`src/rtl/ram_arb_pkg.sv`:
```
// ram_arb_pkg: shared types and constants for the 256x8 RAM arbiter.
package ram_arb_pkg;
   localparam logic [7:0] WINDOW_HI = 8'h80;
   localparam int RAM_DEPTH = 256;
   typedef enum logic [1:0] {IDLE, ACCESS, RESP} state_t;
   typedef logic port_id_t;
endpackage

```
`src/rtl/ram_rr_picker.sv`:
```
// ram_rr_picker: two-port grant select; RAM_ARB_ROUND_ROBIN_EN alternates ties, else port 0 wins.
module ram_rr_picker
   import ram_arb_pkg::*;
(
   input  logic [1:0] valid,
`ifdef RAM_ARB_ROUND_ROBIN_EN
   input  port_id_t   last,
`endif
   output port_id_t   grant
);
`ifdef RAM_ARB_ROUND_ROBIN_EN
   assign grant = &valid ? !last : valid[1];
`else
   assign grant = valid[1] && !valid[0];
`endif
endmodule

```
`src/rtl/ram_arbiter.sv`:
```
// ram_arbiter: two-requester arbiter/sequencer for the 0x8000-0x80FF RAM window.
// RAM_ARB_ROUND_ROBIN_EN enables round-robin tie-breaking (default: port 0 priority).
module ram_arbiter
   import ram_arb_pkg::*;
#(
   parameter int ADDR_W = 16,
   parameter int DATA_W = 8,
   parameter int RAM_AW = 8
) (
   input  logic              clk,
   input  logic              rst,
   input  logic              req0_valid,
   output logic              req0_ready,
   input  logic [ADDR_W-1:0] req0_addr,
   input  logic              req0_we,
   input  logic [DATA_W-1:0] req0_wdata,
   input  logic              req1_valid,
   output logic              req1_ready,
   input  logic [ADDR_W-1:0] req1_addr,
   input  logic              req1_we,
   input  logic [DATA_W-1:0] req1_wdata,
   output logic              resp0_valid,
   output logic [DATA_W-1:0] resp0_rdata,
   output logic              resp0_err,
   output logic              resp1_valid,
   output logic [DATA_W-1:0] resp1_rdata,
   output logic              resp1_err,
   output logic [RAM_AW-1:0] ram_addr,
   output logic [DATA_W-1:0] ram_wdata,
   output logic              ram_we,
   input  logic [DATA_W-1:0] ram_rdata
);
   state_t state, state_n;
   port_id_t grant, id_q;
   logic any, accept, we_q, err_q, ram_we_q, resp_e, rd_ok, we_w, err_w;
   logic [1:0] resp_v;
   logic [ADDR_W-1:0] addr_w;
`ifdef RAM_ARB_ROUND_ROBIN_EN
   port_id_t last;
   always_ff @(posedge clk)
      if (rst) last <= 1'b1;
      else if (accept) last <= grant;
`endif
   ram_rr_picker u_pick (
      .valid({req1_valid, req0_valid}),
`ifdef RAM_ARB_ROUND_ROBIN_EN
      .last(last),
`endif
      .grant(grant)
   );
   assign any        = req0_valid || req1_valid;
   assign accept     = state == IDLE && any && !rst;
   assign req0_ready = accept && !grant;
   assign req1_ready = accept && grant;
   assign addr_w     = grant ? req1_addr : req0_addr;
   assign we_w       = grant ? req1_we : req0_we;
   assign err_w      = addr_w[ADDR_W-1:RAM_AW] != WINDOW_HI;
   always_comb
      state_n = state == IDLE ? (any ? ACCESS : IDLE) : state == ACCESS ? RESP : IDLE;
   always_ff @(posedge clk)
      if (rst) begin
         state     <= IDLE;
         ram_addr  <= '0;
         ram_wdata <= '0;
         ram_we_q  <= 1'b0;
         we_q      <= 1'b0;
         err_q     <= 1'b0;
         id_q      <= 1'b0;
         resp_v    <= 2'b00;
         resp_e    <= 1'b0;
      end else begin
         state    <= state_n;
         ram_we_q <= accept && we_w && !err_w;
         resp_v   <= state == ACCESS ? (id_q ? 2'b10 : 2'b01) : 2'b00;
         resp_e   <= state == ACCESS && err_q;
         if (accept) begin
            ram_addr  <= addr_w[RAM_AW-1:0];
            ram_wdata <= grant ? req1_wdata : req0_wdata;
            we_q      <= we_w;
            err_q     <= err_w;
            id_q      <= grant;
         end
      end
   // Reset in the same cycle kills the RAM write and any response in flight.
   assign ram_we      = ram_we_q && !rst;
   assign rd_ok       = !we_q && !err_q;
   assign resp0_valid = resp_v[0] && !rst;
   assign resp1_valid = resp_v[1] && !rst;
   assign resp0_err   = resp0_valid && resp_e;
   assign resp1_err   = resp1_valid && resp_e;
   assign resp0_rdata = resp0_valid && rd_ok ? ram_rdata : '0;
   assign resp1_rdata = resp1_valid && rd_ok ? ram_rdata : '0;
endmodule

```
`config.mk`:
```
export PLATFORM = sky130hd
export DESIGN_NAME = ram_arbiter
export DESIGN_NICKNAME = d
export VERILOG_FILES = /design/src/rtl/ram_arb_pkg.sv /design/src/rtl/ram_rr_picker.sv /design/src/rtl/ram_arbiter.sv
export SDC_FILE = /design/constraint.sdc
export NUM_CORES = 1
export LEC_CHECK = 0
export BUFFER_PORTS_ARGS = -buffer_cell sky130_fd_sc_hd__buf_2
export CORE_ASPECT_RATIO = 0.8
export CORE_UTILIZATION = 38
export DETAILED_ROUTE_END_ITERATION = 8
export PLACE_DENSITY = 0.87
export SLEW_MARGIN = 20
export SYNTH_ARGS = -nofsm -noshare
export SYNTH_HDL_FRONTEND = slang
export SYNTH_SLANG_ARGS = --single-unit
```
`constraint.sdc`:
```
create_clock -name clk -period 1.9 [get_ports clk]
set_clock_uncertainty 0.05 [all_clocks]
set_input_delay 0.38 -clock clk [delete_from_list [all_inputs] [get_ports clk]]
set_output_delay 0.38 -clock clk [all_outputs]
set_load 0.03 [all_outputs]
```
# Yosys cells after proc, flatten, opt, wreduce, memory -nomap -nowiden
# Cells that the tools add are included.
# word_totals
word_cells	46
out_inout_bits	39
input_bits	62
ff_bits	25
# op_classes
bitwise_logic	1
eq_ne	2
mux	9
reduce_logical	25
# ops
op	count
$mux W8	3
$logic_and A1 B1 Y1	16
$mux W16	1
$ne A8 B8 Y1 const B	1
$logic_not A1 Y1	6
$mux W2	3
$eq A2 B1 Y1 const B	1
$logic_not A2 Y1	1
$mux W1	2
$reduce_or A2 Y1	1
$logic_or A1 B1 Y1	1
$not A1 Y1	1

# Depth between registers and ports, before layout
# Gate-level depths: netlist of run 1.
# logic_depth
depth_word	6
ltp_mapped	5
depth_no_buf	3

# Hierarchy
# Synthesis of run 1 repeated with hierarchy kept, for this count alone.
# unflattened
hier_cells	135
hier_area_um2	1308.8
# modules_own_cells
module	cells_per_inst	seq_area_each_um2	n_inst	area_per_inst_um2
ram_arbiter	134	500.5	1	1295.0
ram_rr_picker	1	0.0	1	13.8

# Worst setup path after synthesis of run 1
# Ideal clock, no wire load.
# synth_path
path_type	input to output
from	input rst
to	output resp0_rdata[0]
arrival_time_ns	1.566
slack_ns	-0.096
t_required_ns	1.470
path_buffers	0
path_stages	3
path_cell_list	nor2b_1 > nor3b_2 > and2_1
# synth_between
elab_chain_cells	4
# synth_rtl
item	line_no	source
from (decl)	ram_arbiter.sv:11	input logic rst,
$logic_not A1 Y1	ram_arbiter.sv:87	assign resp0_valid = resp_v[0] && !rst;
$logic_and A1 B1 Y1	ram_arbiter.sv:87	
$logic_and A1 B1 Y1	ram_arbiter.sv:91	assign resp0_rdata = resp0_valid && rd_ok ? ram_rdata : '0;
$mux W8	ram_arbiter.sv:91	
to (decl)	ram_arbiter.sv:23	output logic [DATA_W-1:0] resp0_rdata,
# No other way between the ends.

# Worst setup path in the final report of run 1
# layout_path
from	register resp_v[1]
to	output resp1_rdata[3]
# layout_between
elab_chain_cells	3
# layout_rtl
item	line_no	source
from (decl)	ram_arbiter.sv:36	logic [1:0] resp_v;
from (signal assigned)	ram_arbiter.sv:74	resp_v <= state == ACCESS ? (id_q ? 2'b10 : 2'b01) : 2'b00;
$logic_and A1 B1 Y1	ram_arbiter.sv:88	assign resp1_valid = resp_v[1] && !rst;
$logic_and A1 B1 Y1	ram_arbiter.sv:92	assign resp1_rdata = resp1_valid && rd_ok ? ram_rdata : '0;
$mux W8	ram_arbiter.sv:92	
to (decl)	ram_arbiter.sv:26	output logic [DATA_W-1:0] resp1_rdata,
# No other way between the ends.

==> results of run 1 <==
-- sequential cells by signal, indices dropped and copies added, names as in the netlist --
register	flops
ram_addr	8
ram_wdata	8
resp_v	2
state	2
err_q	1
id_q	1
ram_we_q	1
resp_e	1
we_q	1
-- cell usage after synthesis (all sizes together) --
master	n	share of area
o311a	1	0.0083
nor4b	3	0.022
a32oi	17	0.12
nand3b	1	0.0063
nor3b	2	0.021
or3	1	0.0052
o21ai	17	0.071
dfxtp	25	0.42
nor3	1	0.014
a221o	1	0.0083
inv	1	0.0031
clkbuf	1	0.0031
nand3	1	0.0042
nor2b	6	0.031
nand2	3	0.0094
buf	9	0.042
nor2	3	0.0094
and2	20	0.10
and3	2	0.010
o21a	1	0.0063
a21oi	17	0.071
nor4	2	0.010
-- worst max path at each step --
stage	startpoint	end	cells after the start
finish	resp_v[1]	resp1_rdata[3]	4
global route	resp_v[1]	resp1_rdata[3]	4
CTS	resp_v[1]	resp1_rdata[3]	4
detailed placement	rst	resp0_rdata[2]	5
global placement	rst	resp1_rdata[3]	5
floorplan	rst	resp0_rdata[0]	3
-- per-stage QoR --
stage	hold slack [ns]	setup TNS [ns]
final	0.308	0
after global routing	0.321	-0.0235
after floorplan	0.348	0
after global placement	0.367	0
after detailed placement	0.387	0
after CTS	0.305	0
-- routing by layer --
metal  share of wire  wire length [um]
met1            0.43              1470
met2            0.49              1700
met3           0.077               266
met4          0.0023                 8
met5               0                 0
-- cells by family (layout without fill, tap and decap cells) --
family / count (synthesis) / in the layout / synth area share
compound gates: 54 / 54 / 0.289
simple gates: 45 / 45 / 0.247
flops: 25 / 25 / 0.417
buf+inv: 11 / 112 / 0.0479
-- area by class of cell --
| cell class | count | area, um2 | share of cell area |
|---|---|---|---|
| Clock buffer | 4 | 45.0 | 0.0242 |
| Inverter | 1 | 3.75 | 0.00202 |
| Multi-Input combinational cell | 99 | 677 | 0.364 |
| Sequential cell | 25 | 500 | 0.269 |
| Tap cell | 38 | 47.5 | 0.0255 |
| Timing Repair Buffer | 107 | 588 | 0.316 |
-- critical path, delay by kind of cell (launching register included) --
| kind | cells | cell delay [ns] |
|---|---|---|
| DFF | 1 | 0.33 |
| and+or+nand+nor | 3 | 0.65 |
| buffers and inverters | 1 | 0.19 |
-- what timing repair did --
action / 4_1_cts / 5_1_grt
resized for setup: 2 / 17
endpoints found under the setup margin: 13 / 16
hold buffers: 0 / 0
pin swaps: 0 / 3
gates cloned: 0 / 0
-- report_power, final --
part | switching (mW) | internal, mW | leakage, nW | total [mW]
Sequential | 0.0275 | 0.557 | 0.205 | 0.584
Clock | 0.158 | 0.150 | 0.0228 | 0.308
Combinational | 0.162 | 0.120 | 0.667 | 0.282
==> results by group, run 1 <==
Outcome
  – Status: finished clean

STA
  – Slew @ Worst Pin: around 0.42 ns
  – Max-slew headroom: 0.715
  – Count of final setup violators: 0
  – Final slew viol count: 0
  – Fmax: ~530 MHz
  – Fin crit share: 0.987
  – PnR worst setup slack: roughly 0.024 ns
  – RSZ-0062 raised after global routing: yes
  – Min Clock Period, post-route: roughly 1.9 ns
  – Final Hold Viols: 0

Synthesis
  – Synth warnings: 0
  – Post-synthesis net count: 197
  – Post-synth cell types: 24
  – Cells after Synth: between 100 and 150
  – Synthesized cell area: 1200 um2
  – Sequential area share after synthesis: 0.417
  – Syn_area_per_cell: slightly below 9 um2
  – Synth Register Bits: 25

Global route
  – Grt ovf: 0
  – Vias in the first global route: around 1200
  – Met2 Use GR: 0.398
  – Initial antenna violation count: 0
  – Global Route Usage Sum: 0.200
  – Global-route track usage on met3: 0.0696
  – GRT Max-Usage Layer: met2
  – First-pass GRT wire length: approximately 5200 um
  – Largest net degree at the start of global routing: 23
  – GR Util met1: 0.204

Pwr
  – Max VDD drop: between 0.0004 and 0.0005 V
  – Power per cell area: 631 nW/um2
  – Total Power: 1.17 mW
  – P_leak: about 0.9 nW

Critical path
  – Cell with the largest stage delay on the worst path: dfxtp_1
  – Worst path cell trace: nor2b_4, nor3b_4, and2_1, clkbuf_4
  – Worst Reg2Reg Path Length in Cells: 4
  – Data required time of the worst path: 1.47 ns
  – Setup CP Type: reg -> out
  – Crit path DAT: 1.45 ns
  – Type of destination of the critical path: output port
  – Reg-to-Reg End: id_q
  – Critical R2R Launch: state[0]
  – Worst Path Max Fanout: 8
  – Worst setup SP type: flop
  – R2R setup slack: 0.51 ns
  – CP max stage delay: 0.33 ns

Routing
  – Remaining DRCs: 0
  – Final ANT Viol Nets: 0
  – Via count: about 1400
  – Final WL: 3450 um
  – Vias per std cell: just over 5
  – First DRT Iteration DRCs: 34
  – DRT Pass-1 Iters: 4
  – WL per Instance: between 10 and 15 um

Min path
  – Hold crit path type: in -> reg
  – Worst hold endpoint: we_q
  – Hold path depth: 3
  – Hold Startpoint: req0_we

Placement
  – DP Area: about 1800 um2
  – Pre-CTS WS: 0.0740 ns
  – Placed cell count: 270
  – DP HPWL: between 2000 and 3000 um
  – Routability cong.: between 0.7 and 0.8
  – PortBufs: 100

Floorplan
  – Core Area: approximately 2900 um2
  – Die Ht: around 52 um
  – Width of the die: 64.9 um
  – # rows: 17
  – Total Die Area: 3390 um2
  – IO Count: 101
  – Initial Util: 0.418

Clock tree
  – Clk buf depth: 2
  – CTS root buf: clkbuf_8
  – Clk pin slew, worst setup/hold paths: roughly 0.08 ns
  – Htree depth: 1
  – TritonCTS buffer count: 3
  – Clk sinks: 25
  – Clock latency on the worst-skew pair: roughly 0.27 ns
  – Setup bufs post-CTS: 0
  – TritonCTS clock tree: done

Finish
  – Nets@finish: approximately 300
  – Layout cells sized above 1: 0.496
  – # fillers: 245
  – # diodes: 0
  – Final Util: 0.648
  – Cell Count, Final, Fillers Out: about 270
  – Fin area: 1860 um2
  – Commonest non-fill, non-tap cell in the layout: buf_2
  – Area delta synth->final: 55.0%
  – Most frequent cells in the layout: 91 x buf_2, 25 x dfxtp_1, 20 x and2_1

Flow run
  – Max Cap Viol: 0
Note: power is estimated with default switching activity, not from simulation.
==> run 2, diff against run 1 <==
- PLACE_DENSITY: 0.87 -> 0.8
==> run 2 against run 1 <==
  * Count of clock-buffer cells in the layout fell by 1
  * Maximum frequency rose by 0.93%
  * Clock power barely moved
  * Final area rose by 1.5%
  * Wire length rose by 7.0%
  * Setup slack improved by 0.017 ns
  * Critical path type is now in -> out
  * Non-clock buffer count rose by 1
  * Highest routed layer unchanged
  * Critical endpoint is now resp1_rdata[5]
  * Cell count rose by 0.36%
==> results by group, run 2 (same netlist as run 1, synthesis figures left out) <==
Critical path
  – Worst Reg2Reg Path Length in Cells: 3 (-1)
  – Worst setup SP type: input pin
  – Critical R2R Launch: state[0]
  – Worst Path Max Fanout: 9 (+1)
  – Setup CP Type: in -> out
  – Type of destination of the critical path: output port
  – Worst path cell trace: buf_2, nor2b_4, nor3b_4, and2_1, buf_2
  – CP max stage delay: 0.31 ns (-0.02 ns)
  – Crit path DAT: 1.43 ns (-0.02 ns)
  – Data required time of the worst path: 1.47 ns (about the same)
  – CP dominant cell by count: buf_2
  – Origin of the worst setup path: rst
  – R2R setup slack: 0.39 ns (-0.12 ns)
  – Cell with the largest stage delay on the worst path: nor3b_4

Finish
  – Nets@finish: 300 (+0.33%)
  – Layout cells sized above 1: 0.515 (+0.0190)
  – Cell Count, Final, Fillers Out: 275 (+0.36%)
  – Final Util: 0.658 (+0.00959)
  – Fin area: 1890 um2 (+1.5%)
  – Most frequent cells in the layout: 89 x buf_2, 24 x dfxtp_1, 18 x and2_1
  – Multi-input logic area: 691 um2 (+2.0%)
  – Biggest regs: ram_addr x8, ram_wdata x8
  – Reg area: 502 um2 (+0.25%)
  – # fillers: 257 (+4.9%)
  – Commonest non-fill, non-tap cell in the layout: buf_2
  – # diodes: 0 (unchanged)
  – Area delta synth->final: 57.3%

Min path
  – Hold path depth: 3 (unchanged)
  – Hold crit path type: in -> reg
  – Hold Startpoint: req0_we

Routing
  – Remaining DRCs: 0 (unchanged)
  – Final ANT Viol Nets: 0 (unchanged)
  – Via count: 1429 (+1.2%)
  – First DRT Iteration DRCs: 35 (+2.9%)
  – Vias per std cell: 5.20 (+0.84%)
  – Final WL: 3690 um (+7.0%)
  – WL per Instance: 13.4 um (+6.6%)
  – DRT Pass-1 Iters: 4 (unchanged)

Placement
  – PortBufs: 100 (unchanged)
  – Placed cell count: 271 (+0.37%)
  – Routability cong.: 0.738 (+4.8%)
  – DP HPWL: 2800 um (+9.4%)
  – DP Area: 1770 um2 (-0.28%)

STA
  – Max-slew headroom: 0.637 (-0.0786)
  – Final slew viol count: 0 (unchanged)
  – Min Clock Period, post-route: 1.86 ns (-0.0172 ns)
  – Slew @ Worst Pin: 0.545 ns (+0.122 ns)
  – Fin crit share: 0.978 (-0.00908)
  – Count of final setup violators: 0 (unchanged)
  – Final Hold Viols: 0 (unchanged)
  – Fmax: 538 MHz (+0.93%)

Floorplan
  – Total Die Area: 3390 um2 (unchanged)
  – Core Area: 2870 um2 (unchanged)
  – # rows: 17 (unchanged)
  – Die Ht: 52.3 um (unchanged)
  – IO Count: 101 (unchanged)
  – Initial Util: 0.418 (unchanged)
  – Width of the die: 64.9 um (unchanged)

Global route
  – Grt ovf: 0 (unchanged)
  – Initial antenna violation count: 0 (unchanged)
  – Global Route Usage Sum: 0.214 (+0.0137)
  – Largest net degree at the start of global routing: 20 (-13%)
  – Vias in the first global route: 1193 (-1.1%)
  – First-pass GRT wire length: 5520 um (+6.8%)

Pwr
  – Max VDD drop: 0.000493 V (+7.5%)
  – P_leak: 0.908 nW (+1.6%)
  – Total Power: 1.18 mW (+0.38%)
  – Power per cell area: 624 nW/um2 (-1.1%)

Clock tree
  – CTS root buf: clkbuf_8
  – Clk sinks: 25 (unchanged)
  – TritonCTS clock tree: done
  – Clock latency on the worst-skew pair: 0.26 ns (about the same)
  – Post-CTS Hold Fix Bufs: 0 (unchanged)
  – TritonCTS buffer count: 3 (unchanged)
  – Htree depth: 1 (unchanged)
  – Clk buf depth: 2 (unchanged)
  – Clk pin slew, worst setup/hold paths: 0.08 ns (about the same)

Flow run
  – Max Cap Viol: 0 (unchanged)

Outcome
  – Status: finished clean
==> run 2: timing repair <==
item / in CTS / in global routing
cloned: 0 / 0
resized for setup: 1 / 29
setup endpoints to repair: 8 / 17
pin swaps: 0 / 6
buffers inserted: 0 / 0
==> run 2: worst paths after layout <==
kind | end
max | resp1_rdata[5]
max reg2reg | ram_wdata[3]
min | we_q
min reg2reg | resp_v[0]
==> run 2: per-stage QoR <==
step / hold slack, ns / setup slack [ns] / TNS [ns]
2_1_floorplan: 0.348 / 0.107 / 0
3_3_place_gp: 0.374 / 0.0773 / 0
3_5_place_dp: 0.367 / -0.00593 / -0.00593
4_1_cts: 0.322 / 0.0158 / 0
5_1_grt: 0.343 / -0.0327 / -0.0547
6_report: 0.328 / 0.0412 / 0
==> run 2: cell type report <==
class | instances | share of cell area
Clock buffer | 3 | 0.0219
Clock inverter | 1 | 0.00265
Inverter | 1 | 0.00199
Multi-Input combinational cell | 99 | 0.366
Sequential cell | 25 | 0.266
Tap cell | 38 | 0.0252
Timing Repair Buffer | 108 | 0.317
==> run 2: report_power, final <==
group          internal, mW  switching, mW  leakage, nW
clock network         0.146          0.160       0.0255
logic                 0.121          0.165        0.678
registers             0.557         0.0301        0.205
==> run 2: worst max-delay path, delay by kind of cell <==
family / cells / cell delay, ns
buffers and inverters: 2 / 0.40
and+or+nand+nor: 3 / 0.65
==> run 2: layer usage <==
layer,part of all wire,global-route usage,up-vias,wire length (um)
met1,0.45,0.293,651,1660
met5,0,0,-,0
met3,0.082,0.0717,2,302
met2,0.46,0.330,61,1710
met4,0.0043,0.0333,0,16
li1,-,-,715,-
==> run 3, diff against run 2 <==
- BUFFER_PORTS_ARGS: -buffer_cell sky130_fd_sc_hd__buf_2 -> unset
- CORE_UTILIZATION: 38 -> 55
- DONT_BUFFER_PORTS: unset -> 1
- PLACE_DENSITY: 0.8 -> 0.7
==> run 3 against run 2 <==
  * Highest routed layer unchanged
  * Largest cell class unchanged
  * Via count is 24% lower
  * Critical path depth is 1 lower
  * Setup slack better by 0.034 ns
  * Clock power is 24% lower
  * Die area is 30% lower
  * Sequential power is 7.8% higher
==> results by group, run 3 (same netlist as run 1, synthesis figures left out) <==
Finish
  – # fillers: 166 (-35%)
  – Nets@finish: 200 (-33%)
  – Commonest non-fill, non-tap cell in the layout: dfxtp_1
  – Most frequent cells in the layout: 24 x dfxtp_1, 17 x o21ai_1, 17 x a32oi_1, 17 x a21oi_1, 15 x and2_2
  – Area delta synth->final: 9.79%
  – Biggest regs: ram_addr x8, ram_wdata x8
  – # diodes: 0 (unchanged)
  – Layout cells sized above 1: 0.255 (-0.259)
  – Cell Count, Final, Fillers Out: 161 (-41%)

Placement
  – Routability cong.: 0.724 (-1.9%)
  – Placed cell count: 157 (-42%)
  – DP HPWL: 2440 um (-13%)
  – PortBufs: 0 (-100%)

Global route
  – GRT Max-Usage Layer: met2
  – Initial antenna violation count: 0 (unchanged)
  – Global-route track usage on met3: 0.116 (+0.0441)
  – Met2 Use GR: 0.466 (+0.136)
  – Global Route Usage Sum: 0.274 (+0.0597)
  – GR Util met1: 0.309 (+0.0154)
  – Largest net degree at the start of global routing: 25 (+25%)
  – Grt ovf: 0 (unchanged)
  – First-pass GRT wire length: 4600 um (-17%)
  – Vias in the first global route: 1021 (-14%)

Clock tree
  – CTS root buf: clkbuf_4
  – Clk buf depth: 2 (unchanged)
  – TritonCTS buffer count: 3 (unchanged)
  – Htree depth: 1 (unchanged)
  – Clk pin slew, worst setup/hold paths: 0.13 ns (+0.05 ns)
  – Setup bufs post-CTS: 0 (unchanged)
  – TritonCTS clock tree: done
  – Clock latency on the worst-skew pair: 0.31 ns (+0.05 ns)
  – Clk sinks: 25 (unchanged)

Routing
  – First DRT Iteration DRCs: 15 (-57%)
  – Remaining DRCs: 0 (unchanged)
  – Vias per std cell: 6.75 (+30%)
  – WL per Instance: 20.7 um (+54%)
  – DRT Pass-1 Iters: 4 (unchanged)
  – Final WL: 3330 um (-9.7%)
  – Final ANT Viol Nets: 0 (unchanged)
  – Via count: 1086 (-24%)

STA
  – Min Clock Period, post-route: 1.82 ns (-0.0342 ns)
  – Max-slew headroom: 0.613 (-0.0239)
  – Hold_ws: 0.0678 ns (-0.260 ns)
  – Fmax: 548 MHz (+1.9%)
  – Final Hold Viols: 0 (unchanged)
  – Count of final setup violators: 0 (unchanged)
  – Final slew viol count: 0 (unchanged)
  – Slew @ Worst Pin: 0.580 ns (+0.0347 ns)
  – RSZ-0062 raised after global routing: yes
  – Fin crit share: 0.960 (-0.0180)

Floorplan
  – Core Area: 1960 um2 (-32%)
  – Die Ht: 43.8 um (-16%)
  – Total Die Area: 2380 um2 (-30%)
  – Initial Util: 0.612 (+0.194)
  – Width of the die: 54.3 um (-16%)
  – # rows: 14 (-3)
  – IO Count: 101 (unchanged)

Pwr
  – Sw Ratio: 0.307 (+0.00598)
  – P_int: 693 uW (-16%)
  – P_leak: 0.454 nW (-50%)
  – Logic pwr share: 0.136 (-0.106)
  – Clock power frac: 0.232 (-0.028)
  – Power per cell area: 759 nW/um2 (+22%)
  – Max VDD drop: 0.000518 V (+5.1%)
  – Reg power frac: 0.632 (+0.134)
  – Psw: 307 uW (-13%)
  – Total Power: 1.00 mW (-15%)

Outcome
  – Status: finished clean

Critical path
  – Critical R2R Launch: state[0]
  – Crit path DAT: 1.39 ns (-0.04 ns)
  – Setup CP Type: reg -> out
  – Type of destination of the critical path: output port
  – R2R setup slack: 0.39 ns (about the same)
  – Worst setup SP type: flop
  – Worst Reg2Reg Path Length in Cells: 3 (unchanged)
  – Data required time of the worst path: 1.47 ns (about the same)
  – Reg-to-Reg End: ram_addr[4]
  – Worst Path Max Fanout: 8 (-1)

Min path
  – Hold crit path type: in -> reg
  – Hold path depth: 1 (-2)
  – Hold Startpoint: rst
  – Worst hold endpoint: ram_addr[6]

Flow run
  – Max Cap Viol: 0 (unchanged)
==> run 3: cell count changes in the layout (fill, tap and decap cells not counted), sizes merged <==
cell | before | now
buf | 105 | 8
clkbuf | 6 | 4
clkinv | 1 | 0
==> run 3: layout make-up <==
class,count,area (um2),area share
clock buffers,4,26.3,0.0199
repair buffers,8,63.8,0.0484
flip-flops and latches,25,502,0.380
inverters,1,3.75,0.00285
multi-input cells,99,693,0.526
well taps,24,30.0,0.0228
==> run 3: worst max path at each step <==
stage,from,endpoint,slack [ns]
5_1_grt,resp_v[0],resp0_rdata[1],-0.03
3_3_place_gp,rst,resp0_rdata[4],0.33
3_5_place_dp,rst,resp0_rdata[4],0.27
6_report,resp_v[0],resp0_rdata[1],0.08
2_1_floorplan,rst,resp0_rdata[0],0.11
4_1_cts,resp_v[0],resp0_rdata[1],0.003
==> run 3: per-layer routing <==
layer | wire (um) | up-vias
met5 | 0 | -
met4 | 21 | 0
met3 | 364 | 2
li1 | - | 516
met2 | 1730 | 76
met1 | 1220 | 492
==> run 3: worst max-delay path, cell delays in order (launching register included) <==
cell,delay (ns)
dfxtp_2,0.34
nor2b_4,0.13
nor3b_4,0.29
and2_4,0.20
buf_6,0.12
==> run 3: repair_timing <==
item | 4_1_cts | 5_1_grt
endpoints found under the setup margin | 15 | 16
endpoints found under the hold margin | 0 | 0
gates resized for setup | 15 | 6
hold buffers | 0 | 0
pin swaps | 0 | 1
==> run 3: power by group through the flow <==
stage                     Sequential [mW]  Clock (mW)  Combinational, mW
final                               0.633       0.232              0.136
after global placement              0.639           0              0.126
after global routing                0.638       0.260              0.149
after detailed placement            0.641           0              0.131
after floorplan                     0.632           0              0.114
after CTS                           0.629       0.237              0.132
==> run 3: metrics by stage <==
stage	TNS (ns)	utilization	setup WS (ns)	cell area, um2
after floorplan	0	-	0.107	1210
after global placement	0	0.636	0.335	1250
after detailed placement	0	0.636	0.267	1250
after CTS	0	0.659	0.00331	1290
after global routing	-0.193	0.672	-0.0329	1320
final	0	0.672	0.0754	1320
